### src/rtl/matvec_sequencer.sv
// Sequencing FSM for the matrix-vector accelerator: issues buffer reads, MAC strobes
// and per-row result handshakes. It never touches data words.
module matvec_sequencer #(
  parameter int DIM_W  = 8,
  parameter int ADDR_W = 10,
  parameter int RD_LAT = 1
) (
  input  logic              clk,
  input  logic              rst_n,
  input  logic              start,
  input  logic              abort,
  input  logic [DIM_W-1:0]  rows,
  input  logic [DIM_W-1:0]  cols,
  output logic              vec_rd_en,
  output logic [ADDR_W-1:0] vec_rd_addr,
  output logic              mat_rd_en,
  output logic [ADDR_W-1:0] mat_rd_addr,
  output logic              mac_en,
  output logic              mac_first,
  output logic              mac_last,
  output logic              res_valid,
  input  logic              res_ready,
  output logic [DIM_W-1:0]  res_row,
  output logic              busy,
  output logic              done,
  output logic              err
);

  typedef enum logic [1:0] {IDLE, ISSUE, DRAIN, RESULT} state_t;

  localparam int CMP_W = (2 * DIM_W > ADDR_W + 1) ? 2 * DIM_W : ADDR_W + 1;

  state_t state, state_next;

  logic [DIM_W-1:0]  rows_q, cols_q, r, c;
  logic [ADDR_W-1:0] base;
  logic [2:0]        drain_cnt;
  logic [RD_LAT-1:0] pipe_en, pipe_first, pipe_last;
  logic [CMP_W-1:0]  prod;
  logic              bad_dims, last_col, last_row, drain_done;
  logic              accept, reject, issue, row_adv, finish, flush;

  // The product only guards against a matrix larger than the buffer; addressing uses base.
  assign prod       = CMP_W'(rows) * CMP_W'(cols);
  assign bad_dims   = (rows == '0) || (cols == '0) || (prod > (CMP_W'(1) << ADDR_W));
  assign last_col   = (c == cols_q - DIM_W'(1));
  assign last_row   = (r == rows_q - DIM_W'(1));
  assign drain_done = (drain_cnt == 3'(RD_LAT - 1));

  always_ff @(posedge clk or negedge rst_n) begin
    if (!rst_n) state <= IDLE;
    else        state <= state_next;
  end

  always_comb begin
    state_next = state;
    accept     = 1'b0;
    reject     = 1'b0;
    issue      = 1'b0;
    row_adv    = 1'b0;
    finish     = 1'b0;
    flush      = 1'b0;
    case (state)
      IDLE: begin
        if (start) begin
          if (bad_dims) begin
            reject = 1'b1;
          end else begin
            accept     = 1'b1;
            state_next = ISSUE;
          end
        end
      end
      ISSUE: begin
        issue = 1'b1;
        if (last_col) state_next = DRAIN;
      end
      DRAIN: begin
        if (drain_done) state_next = RESULT;
      end
      RESULT: begin
        if (res_ready) begin
          if (last_row) begin
            finish     = 1'b1;
            state_next = IDLE;
          end else begin
            row_adv    = 1'b1;
            state_next = ISSUE;
          end
        end
      end
      default: state_next = IDLE;
    endcase
    // Abort overrides whatever the current state decided, including a pending done.
    if (abort && state != IDLE) begin
      flush      = 1'b1;
      finish     = 1'b0;
      row_adv    = 1'b0;
      state_next = IDLE;
    end
  end

  always_ff @(posedge clk or negedge rst_n) begin
    if (!rst_n) begin
      rows_q     <= '0;
      cols_q     <= '0;
      r          <= '0;
      c          <= '0;
      base       <= '0;
      drain_cnt  <= '0;
      done       <= 1'b0;
      err        <= 1'b0;
      pipe_en    <= '0;
      pipe_first <= '0;
      pipe_last  <= '0;
    end else begin
      done <= finish;
      err  <= reject;
      if (accept) begin
        rows_q <= rows;
        cols_q <= cols;
        r      <= '0;
        c      <= '0;
        base   <= '0;
      end else if (row_adv) begin
        r    <= r + DIM_W'(1);
        c    <= '0;
        base <= base + ADDR_W'(cols_q);
      end else if (issue && !last_col) begin
        c <= c + DIM_W'(1);
      end
      if (state == DRAIN) drain_cnt <= drain_cnt + 3'd1;
      else                drain_cnt <= '0;
      if (flush) begin
        pipe_en    <= '0;
        pipe_first <= '0;
        pipe_last  <= '0;
      end else begin
        for (int i = RD_LAT - 1; i > 0; i--) begin
          pipe_en[i]    <= pipe_en[i-1];
          pipe_first[i] <= pipe_first[i-1];
          pipe_last[i]  <= pipe_last[i-1];
        end
        pipe_en[0]    <= issue;
        pipe_first[0] <= issue && (c == '0);
        pipe_last[0]  <= issue && last_col;
      end
    end
  end

  assign vec_rd_en   = issue;
  assign mat_rd_en   = issue;
  assign vec_rd_addr = issue ? ADDR_W'(c) : '0;
  assign mat_rd_addr = issue ? base + ADDR_W'(c) : '0;
  assign mac_en      = pipe_en[RD_LAT-1];
  assign mac_first   = pipe_first[RD_LAT-1];
  assign mac_last    = pipe_last[RD_LAT-1];
  assign res_valid   = (state == RESULT);
  assign res_row     = (state == RESULT) ? r : '0;
  assign busy        = (state != IDLE);

endmodule

### config.mk
export PLATFORM = sky130hd
export DESIGN_NAME = matvec_sequencer
export DESIGN_NICKNAME = d
export VERILOG_FILES = /design/src/rtl/matvec_sequencer.sv
export SDC_FILE = /design/constraint.sdc
export NUM_CORES = 1
export LEC_CHECK = 0
export CAP_MARGIN = 20
export CELL_PAD_IN_SITES_DETAIL_PLACEMENT = 0
export CELL_PAD_IN_SITES_GLOBAL_PLACEMENT = 1
export CORE_ASPECT_RATIO = 0.5
export CORE_UTILIZATION = 41
export DETAILED_ROUTE_END_ITERATION = 8
export GPL_TIMING_DRIVEN = 0
export PLACE_DENSITY = 0.82
export RECOVER_POWER = 25
export SETUP_SLACK_MARGIN = 0.05
export SYNTH_ARGS = -nofsm -noshare
export SYNTH_HDL_FRONTEND = slang
export SYNTH_SLANG_ARGS = --single-unit
### constraint.sdc
create_clock -name clk -period 2.5 [get_ports clk]
set_input_delay 0.5 -clock clk [delete_from_list [all_inputs] [get_ports clk]]
set_output_delay 0.5 -clock clk [all_outputs]
set_load 0.005 [all_outputs]
## Word level (Yosys, flattened, before mapping)

Cells that the tools add are included.

| storage, ports and cells | value |
|---|---|
| bits in registers | 52 |
| latch bits | 0 |
| memory bits (writable) | 0 |
| memory bits (read-only) | 0 |
| input bits | 21 |
| output and inout bits | 37 |
| logic and storage cells | 85 |
| memories kept | 0 |

| operators by class | value |
|---|---|
| add/subtract/negate cells | 7 |
| multiply operators | 1 |
| divide/modulo/power cells | 0 |
| magnitude comparators | 1 |
| equality and inequality tests | 10 |
| shift-type cells | 0 |
| multiplexer cells | 38 |
| bitwise logic cells | 0 |
| reductions and logical operators | 16 |

Operator list:

| cell | number |
|---|---|
| $mux W8 | 7 |
| $mux W10 | 3 |
| $logic_not A8 Y1 | 3 |
| $add A10 B8 Y10 | 2 |
| $mux W1 | 20 |
| $add A8 B1 Y8 const B | 2 |
| $eq A8 B8 Y1 | 2 |
| $gt A16 B11 Y1 const B | 1 |
| $mul A8 B8 Y16 | 1 |
| $sub A8 B1 Y8 const B | 2 |
| $mux W2 | 6 |
| $ne A3 B3 Y1 const B | 4 |
| $pmux W2 S4 | 1 |
| $reduce_and A5 Y1 | 1 |
| $eq A2 B2 Y1 const B | 2 |
| $logic_and A1 B1 Y1 | 4 |
| $reduce_bool A2 Y1 | 2 |
| $add A3 B1 Y3 const B | 1 |
| $logic_not A3 Y1 | 1 |
| $mux W3 | 1 |
| $ne A3 B1 Y1 const B | 1 |
| $reduce_bool A3 Y1 | 1 |
| $eq A2 B1 Y1 const B | 1 |
| $logic_not A2 Y1 | 1 |
| 2 further kinds | 3 |

## Logic depth before layout (Yosys ltp)

Gate-level depths: netlist of the first run.

| logic depth | value |
|---|---|
| word-level depth | 8 |
| gate-level depth with buffers | 22 |
| depth with buffers taken out | 18 |

## Worst setup path before layout of the first run

No wires, ideal clock.

| timing path | value |
|---|---|
| kind | input to register |
| start | input rows[0] |
| end | register cols_q[3] |
| library setup time | 0.125 ns |
| arrival time | 5.367 ns |
| required time | 2.375 ns |
| path slack | -2.992 ns |
| stages on the path | 20 |
| buffers on the path | 3 |
| cells stage by stage | clkbuf_1 nand2_1 fa_1 fa_1 inv_1 fa_1 inv_1 fa_1 inv_1 ha_1 and2_1 a221oi_2 a2111oi_0 a211oi_1 a41oi_1 nor3_4 and4_1 buf_6 buf_12 mux2_4 |

| on the way | value |
|---|---|
| cells in the longest elaborated chain, start to end | 6 |
| elaborated cells between the ends (all ways) | 8 |
| those cells by class | mul (1); order compare (1); mux (3); reduce/logical (3) |

Ends and longest elaborated chain:

| item | line | source |
|---|---|---|
| start: declaration | 12 | `input logic [DIM_W-1:0] rows,` |
| $mul A8 B8 Y16 or $logic_not A8 Y1 (tied branches) | 44, 45 |  |
| $gt A16 B11 Y1 or $logic_or A1 B1 Y1 (tied branches) | 45 | `assign bad_dims = (rows == '0) \|\| (cols == '0) \|\| (prod > (CMP_W'(1) << ADDR_W));` |
| $logic_or A1 B1 Y1 (*) | 45 |  |
| $mux W1 (*) | 66 | `if (bad_dims) begin` |
| $mux W1 (*) | 65 | `if (start) begin` |
| $mux W1 (*) | 63 | `case (state)` |
| end signal: assignment | 121 | `cols_q <= cols;` |
| end: declaration | 35 | `logic [DIM_W-1:0] rows_q, cols_q, r, c;` |

Mark *: on every way between the ends. The rest lies on a longest branch, timed or not.
A chain may end at the register's enable or synchronous reset.

## Worst setup path after layout of the first run

| timing path | value |
|---|---|
| start | input rows[5] |
| end | register rows_q[7] |

| on the way | value |
|---|---|
| cells in the longest elaborated chain, start to end | 6 |
| elaborated cells between the ends (all ways) | 8 |
| those cells by class | mul (1); order compare (1); mux (3); reduce/logical (3) |

Ends and longest elaborated chain:

| item | line | source |
|---|---|---|
| $mul A8 B8 Y16 or $logic_not A8 Y1 (tied branches) | 44, 45 |  |
| $gt A16 B11 Y1 or $logic_or A1 B1 Y1 (tied branches) | 45 |  |
| $logic_or A1 B1 Y1 (*) | 45 |  |
| $mux W1 (*) | 66 |  |
| $mux W1 (*) | 65 |  |
| $mux W1 (*) | 63 |  |
| end signal: assignment | 120 | `rows_q <= rows;` |
| end: declaration | 35 |  |

Marked as above.

==> results of run 1 <==
==> state kept, by name, summed over array words and instances (netlist names), 2 cells and up <==
name / cells
base: 10
c: 8
cols_q: 8
drain_cnt: 3
r: 8
rows_q: 8
state: 2
==> cell usage in the layout, fill, tap and decap left out, types with 5 or more instances in the layout <==
master,count
sky130_fd_sc_hd__a21o_1,7
sky130_fd_sc_hd__inv_1,58
sky130_fd_sc_hd__ha_1,51
sky130_fd_sc_hd__o21ai_0,13
sky130_fd_sc_hd__nor4_1,6
sky130_fd_sc_hd__clkbuf_1,9
sky130_fd_sc_hd__xnor2_1,25
sky130_fd_sc_hd__mux2_4,13
sky130_fd_sc_hd__nand2_1,31
sky130_fd_sc_hd__fa_1,34
sky130_fd_sc_hd__nor3_1,14
sky130_fd_sc_hd__xor2_1,18
sky130_fd_sc_hd__a21oi_1,19
sky130_fd_sc_hd__nor2b_1,11
sky130_fd_sc_hd__inv_2,8
sky130_fd_sc_hd__and2_4,11
sky130_fd_sc_hd__and2_1,74
sky130_fd_sc_hd__nand2b_1,5
sky130_fd_sc_hd__dfrtp_1,48
sky130_fd_sc_hd__mux2i_1,6
sky130_fd_sc_hd__buf_8,6
sky130_fd_sc_hd__nor2_2,6
sky130_fd_sc_hd__nor2_1,38
sky130_fd_sc_hd__buf_4,37
sky130_fd_sc_hd__clkbuf_16,11
sky130_fd_sc_hd__a21oi_2,7
sky130_fd_sc_hd__buf_12,6
sky130_fd_sc_hd__nand3_1,13
sky130_fd_sc_hd__clkdlybuf4s50_1,29
sky130_fd_sc_hd__buf_6,11
sky130_fd_sc_hd__buf_2,9
sky130_fd_sc_hd__ha_4,9
==> cells in the mapped netlist (3+ instances only) <==
cell                        number  share of area, %
sky130_fd_sc_hd__xnor2_1        26               3.9
sky130_fd_sc_hd__mux2_2          6               1.1
sky130_fd_sc_hd__clkbuf_1       16               1.0
sky130_fd_sc_hd__a21oi_1        26               2.2
sky130_fd_sc_hd__and3_1          5              0.53
sky130_fd_sc_hd__nor2b_1        11               1.2
sky130_fd_sc_hd__a211oi_1        3              0.38
sky130_fd_sc_hd__and3b_1         3              0.44
sky130_fd_sc_hd__nand2_1        37               2.3
sky130_fd_sc_hd__nor4_1          6              0.63
sky130_fd_sc_hd__and4_1          4              0.59
sky130_fd_sc_hd__o21ai_0        16               1.4
sky130_fd_sc_hd__or4_1           3              0.38
sky130_fd_sc_hd__xor2_1         18               2.7
sky130_fd_sc_hd__fa_1           38                13
sky130_fd_sc_hd__mux2i_1         6               1.0
sky130_fd_sc_hd__nand4_1         3              0.32
sky130_fd_sc_hd__ha_1           63                13
sky130_fd_sc_hd__nand2b_1        5              0.53
sky130_fd_sc_hd__o22ai_1         3              0.32
sky130_fd_sc_hd__a31oi_1         4              0.42
sky130_fd_sc_hd__o21bai_1        3              0.38
sky130_fd_sc_hd__o31ai_1         3              0.38
sky130_fd_sc_hd__buf_4           3              0.38
sky130_fd_sc_hd__nor2_1         47               3.0
sky130_fd_sc_hd__mux2_4         10               2.5
sky130_fd_sc_hd__a2111oi_0       3              0.44
sky130_fd_sc_hd__o31a_1          3              0.44
sky130_fd_sc_hd__and2_1         85               9.0
sky130_fd_sc_hd__nor3_1         16               1.4
sky130_fd_sc_hd__nand3_1        13               1.1
sky130_fd_sc_hd__a21o_1          7              0.89
sky130_fd_sc_hd__dfrtp_1        52                22
sky130_fd_sc_hd__inv_1          66               4.2
==> timing repair <==
action / in CTS / in global routing
gates resized for setup: 153 / 44
setup endpoints to repair: 65 / 54
cloned: 2 / 1
buffers inserted: 38 / 9
hold buffers: 0 / 0
pin swaps: 47 / 30
==> area by class of cell <==
class	count	area [um^2]	area share [%]
plain buffers	22	255.2	3.292
clock buffers	8	146.4	1.888
inverters	66	247.7	3.196
flip-flops and latches	52	1306	16.85
well taps	192	240.2	3.099
repair buffers	96	943.4	12.17
multi-input cells	512	4613	59.51
==> worst paths after layout <==
| path | from | to | slack [ps] | cells past startpoint |
|---|---|---|---|---|
| max reg2reg | cols_q[0] | state[1] | -720 | 10 |
| min reg2reg | drain_cnt[0] | drain_cnt[0] | 470 | 1 |
| max | rows[5] | rows_q[7] | -2400 | 20 |
| max in group asynchronous | rst_n | base[1] | 920 | 1 |
| min in group asynchronous | rst_n | rows_q[1] | 570 | 1 |
| min | drain_cnt[0] | drain_cnt[0] | 470 | 1 |
==> metrics by stage <==
stage / utilization [%] / instances / hold slack [ps] / setup WS (ps) / area [um^2]
global placement: 49.55 / 894 / 453.7 / -3566 / 6844
CTS: 55.02 / 943 / 261.1 / -2480 / 7600
global route: 56.12 / 948 / 485.4 / -2524 / 7752
detailed placement: 49.66 / 895 / 456.4 / -3591 / 6859
floorplan: - / 654 / 204.4 / -2522 / 6123
finish: 56.12 / 948 / 467.7 / -2397 / 7752
==> kinds of logic after synthesis <==
group / after synthesis
AO/OA/AOI/OAI: 93
other: 1
AND/OR/NAND/NOR: 249
XOR/XNOR: 44
buffers and inverters: 90
adder cells (fa/ha/maj): 101
multiplexers: 23
flip-flops: 52
==> report_power, final <==
| group | leakage (nW) | switching [W] | internal, W |
|---|---|---|---|
| sequential | 0.690 | 0.000361 | 0.00110 |
| combinational | 2.85 | 0.00235 | 0.00246 |
| clock | 0.0712 | 0.000299 | 0.000400 |
| total | 3.61 | 0.00301 | 0.00396 |
==> critical path: stages <==
cell and delay (ps):
sky130_fd_sc_hd__clkbuf_16 120, sky130_fd_sc_hd__nand2_4 40, sky130_fd_sc_hd__fa_1 480, sky130_fd_sc_hd__fa_1 540, sky130_fd_sc_hd__inv_2 40, sky130_fd_sc_hd__fa_1 490
sky130_fd_sc_hd__inv_1 50, sky130_fd_sc_hd__fa_1 500, sky130_fd_sc_hd__inv_2 50, sky130_fd_sc_hd__ha_4 270, sky130_fd_sc_hd__o21a_1 110, sky130_fd_sc_hd__o31a_1 190
sky130_fd_sc_hd__nor3_2 70, sky130_fd_sc_hd__o31a_1 250, sky130_fd_sc_hd__mux2_4 310, sky130_fd_sc_hd__nor3_4 240, sky130_fd_sc_hd__and4_1 230, sky130_fd_sc_hd__buf_6 140
sky130_fd_sc_hd__buf_6 120, sky130_fd_sc_hd__mux2_2 330
==> metal layers <==
metal / share of wire, % / GRT usage (%) / vias up
met5: 0 / 0 / -
met4: 1.1 / 3.379 / 0
met3: 2.5 / 1.954 / 13
met2: 48 / 35.89 / 59
met1: 48 / 27.02 / 2338
li1: - / - / 2408
==> reports/metrics.cfg, run 1 <==
[status]
outcome=complete, but fails checks
violations_in_the_final_reports=capacitance limit, slew limit, setup timing

[power_and_ir_drop]
vdd_ir_drop_max_uv=334.9
p_leak_nw=3.607
power_density_nw_per_um2=899.6
fin_total_pwr_w=0.006974

[timing]
setup_slack_ps=-2397
unrepaired_setup_endpoints_after_global_routing=true
finalMaxSlewViolations=28
final-setup-viol-count=51
tns_ps=-104220
final_hold_viol_count=0
fin_worst_skew_ps=6.555
finalCriticalPeriod_ps=4897
maxClockFrequency_ghz=0.2042
slew-limit-headroom_pct=-1.610
post-route-period-util_pct=195.9
worst_slew_pin_slew_ps=1524

[grt]
grt_max_degree=29
gr-usage-all-layers_pct=20.13
grt_overflow_total=0
grt_antenna_before_repair=0
grt_pass1_vias=4810
grt_first_pass_wirelength_um=23850

[drt]
drt-initial-drc-count=163
routed_wl_um=13830
routed_vias_inst=5.082
route.detailed.wl_per_inst_um=14.59
firstDrtPassIters=4
routed-via-count=4818
route.antenna.remaining_nets=0
drc=0

[yosys]
synth_top_family_by_area=adder cells
synth_fa_ha_area_share_pct=26.19
yosysUniqueCellTypes=66
synth_async_sr_flop_share_pct=100.0
synth-edff-count=0
synth_seq_cells=52
avgSynthCellArea_um2=9.057
yosysWarningCount=0
synth.area.mux_share_pct=4.887
synthCells=653
synth-compound-area-share_pct=10.73
yosys.area_share.xor_xnor_pct=6.516
mappedNetlistArea_um2=5914
yosysSeqAreaShare_pct=22.00
postSynth.topFlopCell=sky130_fd_sc_hd__dfrtp_1
synthSimpleGateAreaFrac_pct=22.97

[critical_path]
worst-path-max-fanout=7
worst-endpoint-required_ps=2670
critical_path_class=input port to register
arrival_ps=5070
crit_path_start_kind=input port
endpoint_type_of_the_worst_setup_path=register

[cts]
cts.root.buffer_cell=sky130_fd_sc_hd__clkbuf_16
cts.reportedPaths.clkPinSlew_ps=70
cts_htree_levels=2
cts-root-to-sink-buffers=2
cts_buf_count=5
clock-sinks=52
tritoncts=yes
clk-insertion-delay-late_ps=290

[floorplanning]
ios=58
die_h_um=86.93
die-area_um2=14940
dieWidth_um=171.9
initial_utilization_pct=42.82
core_um2=13810
fp-row-count=30

[job]
maxCapViolations=1

[cells_and_area]
fin_nets=877
antenna-diode-count=0
fraction_of_final_layout_cells_sized_beyond_drive_strength_1_pct=24.74
area.growth.synth_to_final_pct=31.08
fillers=1266

[placed_design]
gpl.final_weighted_congestion=0.8047
dpl.hpwl_um=10210
port_buffers=48

[worst_hold_path]
hp-class=register to register

Note: power is estimated with default switching activity, not from simulation.
==> run 2, diff against run 1 <==
--- a/config.mk
+++ b/config.mk
@@ -11,6 +11,7 @@
 export CORE_ASPECT_RATIO = 0.5
 export CORE_UTILIZATION = 41
 export DETAILED_ROUTE_END_ITERATION = 8
+export GPL_ROUTABILITY_DRIVEN = 0
 export GPL_TIMING_DRIVEN = 0
 export PLACE_DENSITY = 0.82
 export RECOVER_POWER = 25
==> results of run 2 <==
Same layout as run 1: the final DEF is identical, and so are final timing and power.
==> run 3, diff against run 2 <==
--- a/config.mk
+++ b/config.mk
@@ -5,7 +5,6 @@
 export SDC_FILE = /design/constraint.sdc
 export NUM_CORES = 1
 export LEC_CHECK = 0
-export CAP_MARGIN = 20
 export CELL_PAD_IN_SITES_DETAIL_PLACEMENT = 0
 export CELL_PAD_IN_SITES_GLOBAL_PLACEMENT = 1
 export CORE_ASPECT_RATIO = 0.5
==> results of run 3 <==
Same layout as run 1: the final DEF is identical, and so are final timing and power.
